<file path="src/rtl/alu_pkg.sv">
// Shared types for the ALU command sequencer: opcodes, sequencer states and flag bit positions.
package alu_pkg;

    typedef enum logic [3:0] {
        OP_SUMA  = 4'd0,
        OP_RESTA = 4'd1,
        OP_MULT  = 4'd2,
        OP_DIV   = 4'd3,
        OP_MOD   = 4'd4,
        OP_AND   = 4'd5,
        OP_OR    = 4'd6,
        OP_XOR   = 4'd7,
        OP_SHL   = 4'd8,
        OP_SHR   = 4'd9
    } opcode_e;

    typedef enum logic [1:0] {
        INACTIVO,
        ESPERA,
        RESPUESTA
    } estado_e;

    localparam int unsigned BANDERA_NEGATIVO = 3;
    localparam int unsigned BANDERA_CERO     = 2;
    localparam int unsigned BANDERA_ACARREO  = 1;
    localparam int unsigned BANDERA_DESBORDE = 0;

    localparam logic [3:0] OPCODE_MAX = 4'd9;

endpackage

</file>
<file path="src/rtl/validador_comando.sv">
// Combinational screen for commands the ALU must never see: undefined opcodes and x/0, x%0.
module validador_comando
    import alu_pkg::*;
#(
    parameter int unsigned ancho = 3
) (
    input  logic [3:0]     i_seleccion,
    input  logic [ancho:0] i_operandoB,
    output logic           o_invalido
);

    logic w_es_division;

    always_comb begin
        w_es_division = (i_seleccion == 4'(OP_DIV)) || (i_seleccion == 4'(OP_MOD));
        o_invalido    = (i_seleccion > OPCODE_MAX) || (w_es_division && (i_operandoB == '0));
    end

endmodule

</file>
<file path="src/rtl/controlador_alu.sv">
// Valid/ready sequencer driving a combinational ALU, waiting LATENCIA cycles, returning the result.
// Define ALU_ACUMULADOR_EN to add an accumulator that can replace operand A.
module controlador_alu
    import alu_pkg::*;
#(
    parameter int unsigned ancho    = 3,
    parameter int unsigned LATENCIA = 1
) (
    input  logic           reloj,
    input  logic           reset,
    input  logic           cmd_valido,
    output logic           cmd_listo,
    input  logic [3:0]     cmd_seleccion,
    input  logic [ancho:0] cmd_operandoA,
    input  logic [ancho:0] cmd_operandoB,
`ifdef ALU_ACUMULADOR_EN
    input  logic           cmd_usar_acumulador,
`endif
    output logic [ancho:0] alu_operandoA,
    output logic [ancho:0] alu_operandoB,
    output logic [3:0]     alu_seleccion,
    input  logic [ancho:0] alu_resultado,
    input  logic [3:0]     alu_banderas,
    output logic           rsp_valido,
    input  logic           rsp_listo,
    output logic [ancho:0] rsp_resultado,
    output logic [3:0]     rsp_banderas,
    output logic           rsp_error,
    output logic           ocupado
);

    if (LATENCIA < 1) begin : g_latencia_invalida
        $error("controlador_alu: LATENCIA must be at least 1");
    end

    localparam int unsigned CW = (LATENCIA > 1) ? $clog2(LATENCIA) : 1;

    estado_e        r_estado;
    estado_e        w_estado_d;
    logic [CW-1:0]  r_cuenta;
    logic [ancho:0] r_alu_a;
    logic [ancho:0] r_alu_b;
    logic [3:0]     r_alu_sel;
    logic [ancho:0] r_rsp_res;
    logic [3:0]     r_rsp_ban;
    logic           r_rsp_err;
    logic           w_invalido;
    logic           w_acepta;
    logic           w_captura;
    logic [ancho:0] w_operandoA;

`ifdef ALU_ACUMULADOR_EN
    logic [ancho:0] r_acumulador;
    assign w_operandoA = cmd_usar_acumulador ? r_acumulador : cmd_operandoA;
`else
    assign w_operandoA = cmd_operandoA;
`endif

    validador_comando #(
        .ancho (ancho)
    ) u_validador (
        .i_seleccion (cmd_seleccion),
        .i_operandoB (cmd_operandoB),
        .o_invalido  (w_invalido)
    );

    assign w_acepta  = (r_estado == INACTIVO) && cmd_valido;
    assign w_captura = (r_estado == ESPERA) && (r_cuenta == '0);

    always_comb begin
        w_estado_d = r_estado;
        unique case (r_estado)
            INACTIVO:  if (cmd_valido) w_estado_d = w_invalido ? RESPUESTA : ESPERA;
            ESPERA:    if (r_cuenta == '0) w_estado_d = RESPUESTA;
            RESPUESTA: if (rsp_listo) w_estado_d = INACTIVO;
            default:   w_estado_d = INACTIVO;
        endcase
    end

    always_ff @(posedge reloj or posedge reset) begin
        if (reset) begin
            r_estado <= INACTIVO;
        end else begin
            r_estado <= w_estado_d;
        end
    end

    always_ff @(posedge reloj or posedge reset) begin
        if (reset) begin
            r_cuenta  <= '0;
            r_alu_a   <= '0;
            r_alu_b   <= '0;
            r_alu_sel <= '0;
            r_rsp_res <= '0;
            r_rsp_ban <= '0;
            r_rsp_err <= 1'b0;
        end else begin
            // Rejected commands leave the ALU drive untouched.
            if (w_acepta && !w_invalido) begin
                r_alu_a   <= w_operandoA;
                r_alu_b   <= cmd_operandoB;
                r_alu_sel <= cmd_seleccion;
                r_cuenta  <= CW'(LATENCIA - 1);
            end else if ((r_estado == ESPERA) && (r_cuenta != '0)) begin
                r_cuenta <= r_cuenta - CW'(1);
            end

            if (w_acepta && w_invalido) begin
                r_rsp_res <= '0;
                r_rsp_ban <= '0;
                r_rsp_err <= 1'b1;
            end else if (w_captura) begin
                r_rsp_res <= alu_resultado;
                r_rsp_ban <= alu_banderas;
                r_rsp_err <= 1'b0;
            end
        end
    end

`ifdef ALU_ACUMULADOR_EN
    always_ff @(posedge reloj or posedge reset) begin
        if (reset) begin
            r_acumulador <= '0;
        end else if (w_captura) begin
            r_acumulador <= alu_resultado;
        end
    end
`endif

    assign cmd_listo     = (r_estado == INACTIVO);
    assign ocupado       = (r_estado != INACTIVO);
    assign rsp_valido    = (r_estado == RESPUESTA);
    assign alu_operandoA = r_alu_a;
    assign alu_operandoB = r_alu_b;
    assign alu_seleccion = r_alu_sel;
    assign rsp_resultado = r_rsp_res;
    assign rsp_banderas  = r_rsp_ban;
    assign rsp_error     = r_rsp_err;

endmodule

</file>
<file path="config.mk">
export PLATFORM = sky130hd
export DESIGN_NAME = controlador_alu
export DESIGN_NICKNAME = d
export VERILOG_FILES = /design/src/rtl/alu_pkg.sv /design/src/rtl/validador_comando.sv /design/src/rtl/controlador_alu.sv
export SDC_FILE = /design/constraint.sdc
export NUM_CORES = 1
export LEC_CHECK = 0
export ABC_CLOCK_PERIOD_IN_PS = 2200
export CAP_MARGIN = 20
export CORE_ASPECT_RATIO = 1.1
export CORE_MARGIN = 3
export CORE_UTILIZATION = 40
export DETAILED_ROUTE_END_ITERATION = 7
export HOLD_SLACK_MARGIN = 0.05
export PLACE_DENSITY_LB_ADDON = 0.1
export SYNTH_ARGS = -nofsm -noshare
export SYNTH_HDL_FRONTEND = slang
export SYNTH_SLANG_ARGS = --single-unit
</file>
<file path="constraint.sdc">
create_clock -name reloj -period 2.2 [get_ports reloj]
set_input_delay 0.55 -clock reloj [delete_from_list [all_inputs] [get_ports reloj]]
set_output_delay 0.55 -clock reloj [all_outputs]
set_load 0.005 [all_outputs]
</file>
==> metrics.txt <==
FF+latch count, synth 24; WL final 2.29 mm; Vias 829; number of routed nets with antenna violations 0; most common cell after layout, fill and taps aside clkdlybuf4s50_1; Yosys Warn Count 0; Final Setup Violations 0; Static Leak 0.722 nW; Core Box Area 2390 um^2; # rows 18; Clock Path Buffers 2; PostCTS Resize Cnt 0; Layout area overhead 53.4%; crit path kind flop to primary output; total CTS buffers 3; CTS Root Cell clkbuf_4; final net count 162; EDFF count, synth 0; RSZ-0062 raised after global routing false; Placed Area 1580 um^2; utilization after layout 68.3%; Hold-fix buffers, CTS 0; initial antenna violation count 0; Critical Path RT 1650 ps; vias in the first global route 893; clock share of power 16.4%; Seq/Total Area, Yosys 56.5%; Pint 1.39 mW; Synth Net Count roughly 110; pin count of the biggest net entering global routing 25; H-tree levels 1; placed insts 163; P_sw about 0.52 mW; final hold vios 0; vias per cell approximately 5.0; CTS tree built; CP max stage delay 540 ps; Clock Latency Late Sink around 310 ps; hold_ws roughly 520 ps; die footprint approximately 3300 um^2; I/O Pins 48; Worst Skew 1.56 ps; grt ovf 0; average routed wire per standard cell ~14 um; 1st-pass router iterations 2; Finished Layout Cells 167; Combinational Power Share 45.2%; CP top delay family buffers and inverters; fin area 1630 um^2; CP bufs+invs 1; Cell variety after synth 26; post-route minimum period 2050 ps; Post-Synthesis Cells 84; run status finished, final reports clean; worst vdd ir about 0.82 mV; Sw Ratio 27.2%; Final Cycle Share 93.2%; Power per Cell Area 1180 nW/um^2; ranking of synthesized cells by area dfrtp_1, mux2i_1, mux2_4; Critical Path Source Type flop; Syn Area/Cell 12.7 um^2; share of power burned in registers 38.4%; Die Ht approximately 60 um; biggest area consumer among synthesized cells dfrtp_1; Synth Flop Type dfrtp_1; worst-path maximum fanout 5; crit-path cells nor2_2 -> clkdlybuf4s50_1; Final Power ~1.9 mW; Mapped Area 1060 um^2; Chip Width 55.2 um; Least-Margin Pin Slew 384 ps; fraction of layout cells with a size suffix above 1 14.6%; clock-pin slew on the worst setup and hold paths 130 ps; first-pass GRT wire length 3.79 mm; Slowest cell on crit path clkdlybuf4s50_1; port buffer count 47; initial core utilization 44.5%; most frequent cells in the layout clkdlybuf4s50_1, dfrtp_1, nor2_1; Max Fclk between 0.4 and 0.5 GHz; DRT iter0 DRCs 6; crit path DAT 1500 ps; GPL Wtd Cong ~0.75; Hold WC Path Type flop to flop; maxcap violations 0; Setup Fix Bufs, Post-CTS 0; GR Util All Layers 15.9%; asr flop ratio synth 100%; Rel. slew slack 74.4%; Num Clock Sinks 24; ant diodes 0; Slew Viols, Final 0; Synth top area share 56.5%; CP endpoint kind primary output; DR DRC count 0
==> kinds of logic (layout without fill, tap and decap cells) <==
group / after synthesis / after routing / share of synthesized area [%]
muxes: 15 / 15 / 16.7
buffers and inverters: 5 / 58 / 3.18
DFF: 24 / 24 / 56.5
AOI/OAI and AO/OA: 14 / 14 / 10.0
and+or+nand+nor: 26 / 26 / 13.6
==> synth_stat cells, types with 2 or more instances <==
library cell / n
o21ai_0: 2
inv_1: 3
nand2b_1: 4
mux2_2: 2
mux2i_1: 8
dfrtp_1: 24
buf_6: 2
o31ai_1: 2
nor2_1: 11
a22o_1: 5
and3_1: 2
mux2_4: 5
==> worst register-to-register path, delay by kind of cell, from the launching register on <==
kind,cells,cell delay [ps]
AND/OR/NAND/NOR,3,600
multiplexers,1,330
flip-flops,1,440
==> layout make-up <==
class	count	area (um^2)
Inverter	3	11.3
Timing Repair Buffer	51	500
Clock buffer	3	22.5
Sequential cell	24	601
Multi-Input combinational cell	55	429
Tap cell	30	37.5
Clock inverter	1	30.0
Fill cell	197	756
==> final timing paths <==
kind	cells after the start	startpoint	end	slack [ps]
setup reg to reg	4	r_estado[0]	alu_operandoA[2]	720
hold reg to reg	1	alu_operandoB[3]	alu_operandoB[3]	520
min in group asynchronous	3	reset	alu_seleccion[2]	550
setup / recovery	2	r_estado[0]	cmd_listo	150
max in group asynchronous	3	reset	rsp_error	1420
hold / removal	1	alu_operandoB[3]	alu_operandoB[3]	520
==> power by group through the flow <==
| stage | Sequential (mW) | Combinational (mW) | Clock (mW) |
|---|---|---|---|
| 3_5_place_dp | 0.745 | 0.882 | 0 |
| 2_1_floorplan | 0.753 | 0.352 | 0 |
| 6_report | 0.736 | 0.866 | 0.314 |
| 4_1_cts | 0.739 | 0.886 | 0.329 |
| 5_1_grt | 0.768 | 0.948 | 0.340 |
| 3_3_place_gp | 0.738 | 0.866 | 0 |
==> state kept, by name, summed over array words and instances, names as in the netlist <==
name,cells
alu_operandoA,4
alu_operandoB,4
alu_seleccion,4
r_cuenta,1
r_estado,2
rsp_banderas,4
rsp_error,1
rsp_resultado,4
==> metrics by stage <==
step / setup WS, ps / TNS [ps]
global route: 52.1 / 0
CTS: 130 / 0
detailed placement: -79.7 / -676
floorplan: 544 / 0
global placement: 8.18 / 0
finish: 149 / 0
==> layer usage <==
layer | share of wire (%) | track usage [%] | routed length (um)
met2 | 53 | 29.2 | 1220
met3 | 6.5 | 2.99 | 149
met4 | 1.7 | 7.29 | 38
met1 | 38 | 17.0 | 879
met5 | 0 | 0 | 0
Note: power is estimated with default switching activity, not from simulation.
